## src/rtl/bcd_stopwatch_mux.sv

```systemverilog
// Stopwatch core: debounced buttons, clock-enable BCD counter and a registered
// common-anode 7-segment multiplexer. Define LAP_FUNCTION_EN for lap hold/clear.
module bcd_stopwatch_mux #(
  parameter int CLK_HZ          = 100000000,
  parameter int TICK_HZ         = 10,
  parameter int NUM_DIGITS      = 4,
  parameter int REFRESH_HZ      = 1000,
  parameter int DEBOUNCE_CYCLES = 1000000
) (
  input  logic                    clk,
  input  logic                    reset,
  input  logic                    start_stop,
  input  logic                    lap,
  output logic                    running,
  output logic [4*NUM_DIGITS-1:0] digits,
  output logic                    overflow,
  output logic [6:0]              seg,
  output logic [NUM_DIGITS-1:0]   an,
  output logic                    dp
);

  localparam int PRE_MAX = CLK_HZ / TICK_HZ - 1;
  localparam int REF_MAX = CLK_HZ / REFRESH_HZ - 1;
  localparam int PRE_W   = (PRE_MAX < 1) ? 1 : $clog2(PRE_MAX + 1);
  localparam int REF_W   = (REF_MAX < 1) ? 1 : $clog2(REF_MAX + 1);
  localparam int DB_W    = (DEBOUNCE_CYCLES < 2) ? 1 : $clog2(DEBOUNCE_CYCLES);
  localparam int IDX_W   = $clog2(NUM_DIGITS);
  localparam int CNT_W   = 4 * NUM_DIGITS;

  localparam logic [PRE_W-1:0] PRE_TOP = PRE_W'(PRE_MAX);
  localparam logic [REF_W-1:0] REF_TOP = REF_W'(REF_MAX);
  localparam logic [DB_W-1:0]  DB_TOP  = DB_W'(DEBOUNCE_CYCLES - 1);
  localparam logic [IDX_W-1:0] IDX_TOP = IDX_W'(NUM_DIGITS - 1);
  localparam logic [IDX_W-1:0] IDX_DP  = IDX_W'(1);

`ifdef LAP_FUNCTION_EN
  localparam int NB = 2;
  logic [NB-1:0] btn_raw;
  assign btn_raw = {lap, start_stop};
`else
  localparam int NB = 1;
  logic [NB-1:0] btn_raw;
  logic          unused_lap;
  assign btn_raw    = start_stop;
  assign unused_lap = lap;
`endif

  typedef enum logic {
    ST_STOPPED = 1'b0,
    ST_RUNNING = 1'b1
  } run_state_e;

  function automatic logic [6:0] seg_decode(input logic [3:0] v);
    logic [6:0] s;
    case (v)
      4'd0:    s = 7'b0000001;
      4'd1:    s = 7'b1001111;
      4'd2:    s = 7'b0010010;
      4'd3:    s = 7'b0000110;
      4'd4:    s = 7'b1001100;
      4'd5:    s = 7'b0100100;
      4'd6:    s = 7'b0100000;
      4'd7:    s = 7'b0001111;
      4'd8:    s = 7'b0000000;
      4'd9:    s = 7'b0000100;
      default: s = 7'b1111111;
    endcase
    return s;
  endfunction

  // Button conditioning state
  logic [NB-1:0]           sync1_q, sync2_q;
  logic [NB-1:0]           level_q, level_d, level_prev_q;
  logic [NB-1:0][DB_W-1:0] db_cnt_q, db_cnt_d;
  logic [NB-1:0]           pulse;
  logic                    ss_pulse;

  // Run control and count chain
  run_state_e       state_q, state_d;
  logic [PRE_W-1:0] pre_q, pre_d;
  logic [CNT_W-1:0] cnt_q, cnt_d;
  logic             ovf_q, ovf_d;
  logic             tick;
  logic             carry;

  // Display multiplexer
  logic [REF_W-1:0]      ref_q, ref_d;
  logic [IDX_W-1:0]      idx_q, idx_d;
  logic [NUM_DIGITS-1:0] an_q, an_d;
  logic [6:0]            seg_q, seg_d;
  logic                  dp_q, dp_d;
  logic [3:0]            sel_digit;

  always_ff @(posedge clk) begin
    if (reset) begin
      sync1_q      <= '0;
      sync2_q      <= '0;
      level_q      <= '0;
      level_prev_q <= '0;
      db_cnt_q     <= '0;
    end else begin
      sync1_q      <= btn_raw;
      sync2_q      <= sync1_q;
      level_q      <= level_d;
      level_prev_q <= level_q;
      db_cnt_q     <= db_cnt_d;
    end
  end

  // The level flips only after DEBOUNCE_CYCLES consecutive disagreeing samples.
  always_comb begin
    level_d  = level_q;
    db_cnt_d = '0;
    for (int b = 0; b < NB; b++) begin
      if (sync2_q[b] != level_q[b]) begin
        if (db_cnt_q[b] == DB_TOP) begin
          level_d[b] = ~level_q[b];
        end else begin
          db_cnt_d[b] = db_cnt_q[b] + 1'b1;
        end
      end
    end
  end

  assign pulse    = level_q & ~level_prev_q;
  assign ss_pulse = pulse[0];

  always_ff @(posedge clk) begin
    if (reset) begin
      state_q <= ST_STOPPED;
    end else begin
      state_q <= state_d;
    end
  end

  always_comb begin
    state_d = state_q;
    running = 1'b0;
    case (state_q)
      ST_STOPPED: begin
        if (ss_pulse) state_d = ST_RUNNING;
      end
      ST_RUNNING: begin
        running = 1'b1;
        if (ss_pulse) state_d = ST_STOPPED;
      end
      default: state_d = ST_STOPPED;
    endcase
  end

  // Prescaler only advances while running, so a stop keeps the partial interval.
  assign tick = (state_q == ST_RUNNING) && (pre_q == PRE_TOP);

`ifdef LAP_FUNCTION_EN
  logic             lap_pulse;
  logic             hold_q, hold_d;
  logic [CNT_W-1:0] disp_q, disp_d;
  assign lap_pulse = pulse[1];
`endif

  always_comb begin
    pre_d = pre_q;
    cnt_d = cnt_q;
    ovf_d = ovf_q;
    carry = tick;
    if (state_q == ST_RUNNING) begin
      pre_d = tick ? '0 : pre_q + 1'b1;
    end
    for (int k = 0; k < NUM_DIGITS; k++) begin
      if (carry) begin
        if (cnt_q[4*k +: 4] == 4'd9) begin
          cnt_d[4*k +: 4] = 4'd0;
        end else begin
          cnt_d[4*k +: 4] = cnt_q[4*k +: 4] + 4'd1;
          carry           = 1'b0;
        end
      end
    end
    if (carry) ovf_d = 1'b1;
`ifdef LAP_FUNCTION_EN
    // Lap decisions use the run state before any same-cycle start/stop toggle.
    hold_d = hold_q;
    if (lap_pulse) begin
      if (hold_q) begin
        hold_d = 1'b0;
      end else if (state_q == ST_RUNNING) begin
        hold_d = 1'b1;
      end else begin
        cnt_d = '0;
        pre_d = '0;
        ovf_d = 1'b0;
      end
    end
    disp_d = hold_d ? disp_q : cnt_d;
`endif
  end

  always_ff @(posedge clk) begin
    if (reset) begin
      pre_q <= '0;
      cnt_q <= '0;
      ovf_q <= 1'b0;
    end else begin
      pre_q <= pre_d;
      cnt_q <= cnt_d;
      ovf_q <= ovf_d;
    end
  end

`ifdef LAP_FUNCTION_EN
  always_ff @(posedge clk) begin
    if (reset) begin
      hold_q <= 1'b0;
      disp_q <= '0;
    end else begin
      hold_q <= hold_d;
      disp_q <= disp_d;
    end
  end

  assign digits = disp_q;
`else
  assign digits = cnt_q;
`endif

  assign overflow = ovf_q;

  always_comb begin
    ref_d     = ref_q + 1'b1;
    idx_d     = idx_q;
    sel_digit = 4'd0;
    an_d      = '1;
    if (ref_q == REF_TOP) begin
      ref_d = '0;
      idx_d = (idx_q == IDX_TOP) ? '0 : idx_q + 1'b1;
    end
    for (int k = 0; k < NUM_DIGITS; k++) begin
      if (idx_q == IDX_W'(k)) begin
        sel_digit = digits[4*k +: 4];
        an_d[k]   = 1'b0;
      end
    end
    seg_d = seg_decode(sel_digit);
    dp_d  = (idx_q != IDX_DP);
  end

  // Segment outputs are registered from the index, so they lag it by one cycle.
  always_ff @(posedge clk) begin
    if (reset) begin
      ref_q <= '0;
      idx_q <= '0;
      an_q  <= '1;
      seg_q <= 7'b1111111;
      dp_q  <= 1'b1;
    end else begin
      ref_q <= ref_d;
      idx_q <= idx_d;
      an_q  <= an_d;
      seg_q <= seg_d;
      dp_q  <= dp_d;
    end
  end

  assign an  = an_q;
  assign seg = seg_q;
  assign dp  = dp_q;

endmodule

```

## config.mk

```make
export PLATFORM = sky130hd
export DESIGN_NAME = bcd_stopwatch_mux
export DESIGN_NICKNAME = d
export VERILOG_FILES = /design/src/rtl/bcd_stopwatch_mux.sv
export SDC_FILE = /design/constraint.sdc
export NUM_CORES = 1
export LEC_CHECK = 0
export BUFFER_PORTS_ARGS = -buffer_cell sky130_fd_sc_hd__buf_4
export CORE_MARGIN = 3
export CORE_UTILIZATION = 43
export CTS_CLUSTER_DIAMETER = 120
export DETAILED_ROUTE_END_ITERATION = 10
export GPL_ROUTABILITY_DRIVEN = 1
export PLACE_DENSITY = 0.69
export SYNTH_ARGS = -nofsm -noshare
export SYNTH_HDL_FRONTEND = slang
export SYNTH_SLANG_ARGS = --single-unit
```

## constraint.sdc

```tcl
create_clock -name clk -period 5.1 [get_ports clk]
set_input_delay 1.275 -clock clk [delete_from_list [all_inputs] [get_ports clk]]
set_output_delay 1.275 -clock clk [all_outputs]
set_load 0.01 [all_outputs]
```

==> metrics.yaml <==
path_class: "register to register"
rsz0062_at_grt: "false"
post_cts_resized: 0
ys.flop_type: "dfxtp_1"
finalCriticalPeriod_ns: 2.79
via_count: 3434
initialDrtViolationCount: 140
synth_nets: 521
hp-start: "ref_q[0]"
async_reset_ff_frac: 0
hold_buffers: 0
worst_slew_pin_slew_ns: 1.26
period_share: 0.546
dieHeight_um: 108
yosysSeqAreaShare: 0.425
firstDrtPassIters: 4
synth_edf_count: 0
drt_wl_total_um: 8530
path_delay_family: "compound AO/OA/AOI/OAI gates"
setup_violations: 0
reg2reg_from: "idx_q[0]"
max_freq_mhz: 359
die_w_um: 108
maxCapViolCount: 0
power_leakage_nw: 1.84
htree_levels: 3
nNetsFinal: 544
initial_core_util: 0.452
ys_ff_latch: 96
wire_per_inst_um: 12.8
tns_ns: 0
io_pins: 34
drc: 0
skew_ns: 0.00822
hold_path_end: "ref_q[0]"
rrSetupSlack_ns: 2.31
r2r_end: "seg[6]"
cts_made_buffers: 9
status: "finished, final reports clean"
grt_first_pass_wirelength_um: 14900
reg2regPathDepth: 7
layout.cells.most_common: "dfxtp_1"
synth_warnings: 0
grtUsageTotal: 0.155
cellPowerDensity_nw_per_um2: 264
drive_gt1_frac: 0.111
top_usage_layer: "met2"
cts_setup_buffers: 0
slew-limit-headroom: 0.155
min_path_type: "register to register"
grt_overflow: 0
area_growth_pct: 11.4
antenna_found_initial: 0
crit_fanout: 14
gp_routability_congestion: 0.804
cp_num_buf_inv: 1
arrival_ns: 3.05
setup_slack_ns: 2.31
whs_path_depth: 1
pre_cts_slack_ns: 2.34
clkSlewWorstSetupHoldPaths_ns: 0.09
max_stage_delay_ns: 0.74
mostFrequentLayoutCells: "dfxtp_1, nor2_1, xor2_1"
die-area_um2: 11800
syn_area_um2: 4520
grt_max_degree: 38
ir_drop_uv: 199
insertion_delay_ns: 0.36
cts_sinks: 96
finalHoldViolCount: 0
port_buffers: 32
clockBufferDepth: 2
crit_path_start_kind: "register"
fin_cells: 665
core-area_um2: 10000
use_met1: 0.195
grt_pass1_vias: 3290
place_inst: 649
syn_avg_cell_area_um2: 8.96
cp_slowest_cell: "a211oi_1"
root_buffer: "clkbuf_8"
grt_use_met3: 0.0513
required_ns: 5.36
cts_tree: "done"
cp-end-kind: "register"
path_cells: "ha_1, a211oi_1, a211oi_1, inv_1, ha_1, or3_1, a21o_1"
ys_types: 52
gr-usage-met2: 0.254
synth.top_cell.area_share: 0.425
postRouteAntennaNets: 0
hpwl_um: 5970
rows: 36
slew_violations: 0
synthCells: 504
yosysTopAreaCell: "dfxtp_1"
n_antenna_cell: 0
synth_area_leaders: "dfxtp_1, xor2_1, nor2_1, xnor2_1, ha_1"
via_per_inst: 5.16
==> how the worst max path moves through the flow <==
stage / from / endpoint / slack (ns) / depth (start not counted)
after global routing: idx_q[0] / seg[6] / 2.08 / 7
final: idx_q[0] / seg[6] / 2.31 / 7
after global placement: idx_q[0] / seg[6] / 2.46 / 7
after floorplan: idx_q[0] / seg[6] / 2.70 / 9
after detailed placement: idx_q[0] / seg[6] / 2.34 / 7
after CTS: idx_q[0] / seg[6] / 2.32 / 7
==> through the flow <==
step           cell area [um2]  hold slack, ns  power [mW]   util
5_1_grt                   5030           0.481        1.38  0.503
6_report                  5030           0.467        1.33  0.503
3_5_place_dp              4810           0.452       0.801  0.481
4_1_cts                   5030           0.474        1.35  0.503
2_1_floorplan             4520           0.414       0.792      -
3_3_place_gp              4810           0.437       0.800  0.481
==> logic make-up (layout without fill, tap and decap cells) <==
| group | count (synthesis) | count (layout) | share of synthesized area |
|---|---|---|---|
| XOR/XNOR | 63 | 63 | 0.122 |
| adder cells (fa/ha/maj) | 13 | 13 | 0.0360 |
| AO/OA/AOI/OAI | 43 | 43 | 0.0590 |
| multiplexers | 8 | 8 | 0.0180 |
| buffers and inverters | 33 | 61 | 0.0360 |
| flip-flops | 96 | 96 | 0.425 |
| AND/OR/NAND/NOR | 248 | 248 | 0.303 |
==> worst register-to-register path, delay by kind of cell, from the launching register on <==
| kind | cells | cell delay, ns |
|---|---|---|
| and+or+nand+nor | 1 | 0.36 |
| AOI/OAI and AO/OA | 3 | 0.98 |
| DFF | 1 | 0.41 |
| adders and majority gates | 2 | 0.70 |
| buffers and inverters | 1 | 0.23 |
==> flip-flops by register name (all words and copies together), names as in the netlist <==
register	count
state_q	1
seg	7
sync1_q	1
overflow	1
level_prev_q	1
pre_q	24
idx_q	2
level_q	1
ref_q	17
digits	16
an	4
sync2_q	1
db_cnt_q	20
==> synthesized netlist by cell type (all sizes together) (3+ instances only) <==
cell / instances
dfxtp: 96
nor2: 86
xor2: 37
nand2: 31
nand3: 26
xnor2: 26
nand4: 15
a21oi: 14
and3: 13
ha: 13
inv: 13
buf: 10
clkbuf: 10
nor2b: 10
o21ai: 9
and4: 8
nand3b: 8
mux2i: 7
nor3: 7
nor3b: 7
nor4: 7
nor4b: 7
a211oi: 6
nand2b: 5
a31oi: 4
and2: 4
or3: 4
a21o: 3
==> report_power, final <==
group          internal [mW]  switching (mW)  leakage, nW
Combinational        0.00873          0.0158        0.959
Sequential             0.755         0.00314        0.777
Clock                  0.289           0.258        0.106
==> final cells by class <==
| cell class | instances | area (um2) |
|---|---|---|
| clock buffer | 11 | 141 |
| clock inverter | 5 | 80.1 |
| fill | 962 | 4970 |
| inverter | 13 | 48.8 |
| multi-input combinational | 375 | 2430 |
| sequential | 96 | 1920 |
| tap | 133 | 166 |
| timing repair buffer | 32 | 240 |
==> metal layers <==
layer	vias to the layer above	share of wire
li1	1773	-
met3	12	0.033
met5	-	0
met4	0	0.013
met2	36	0.47
met1	1613	0.48
No activity file was read; power rests on OpenSTA's default activity.
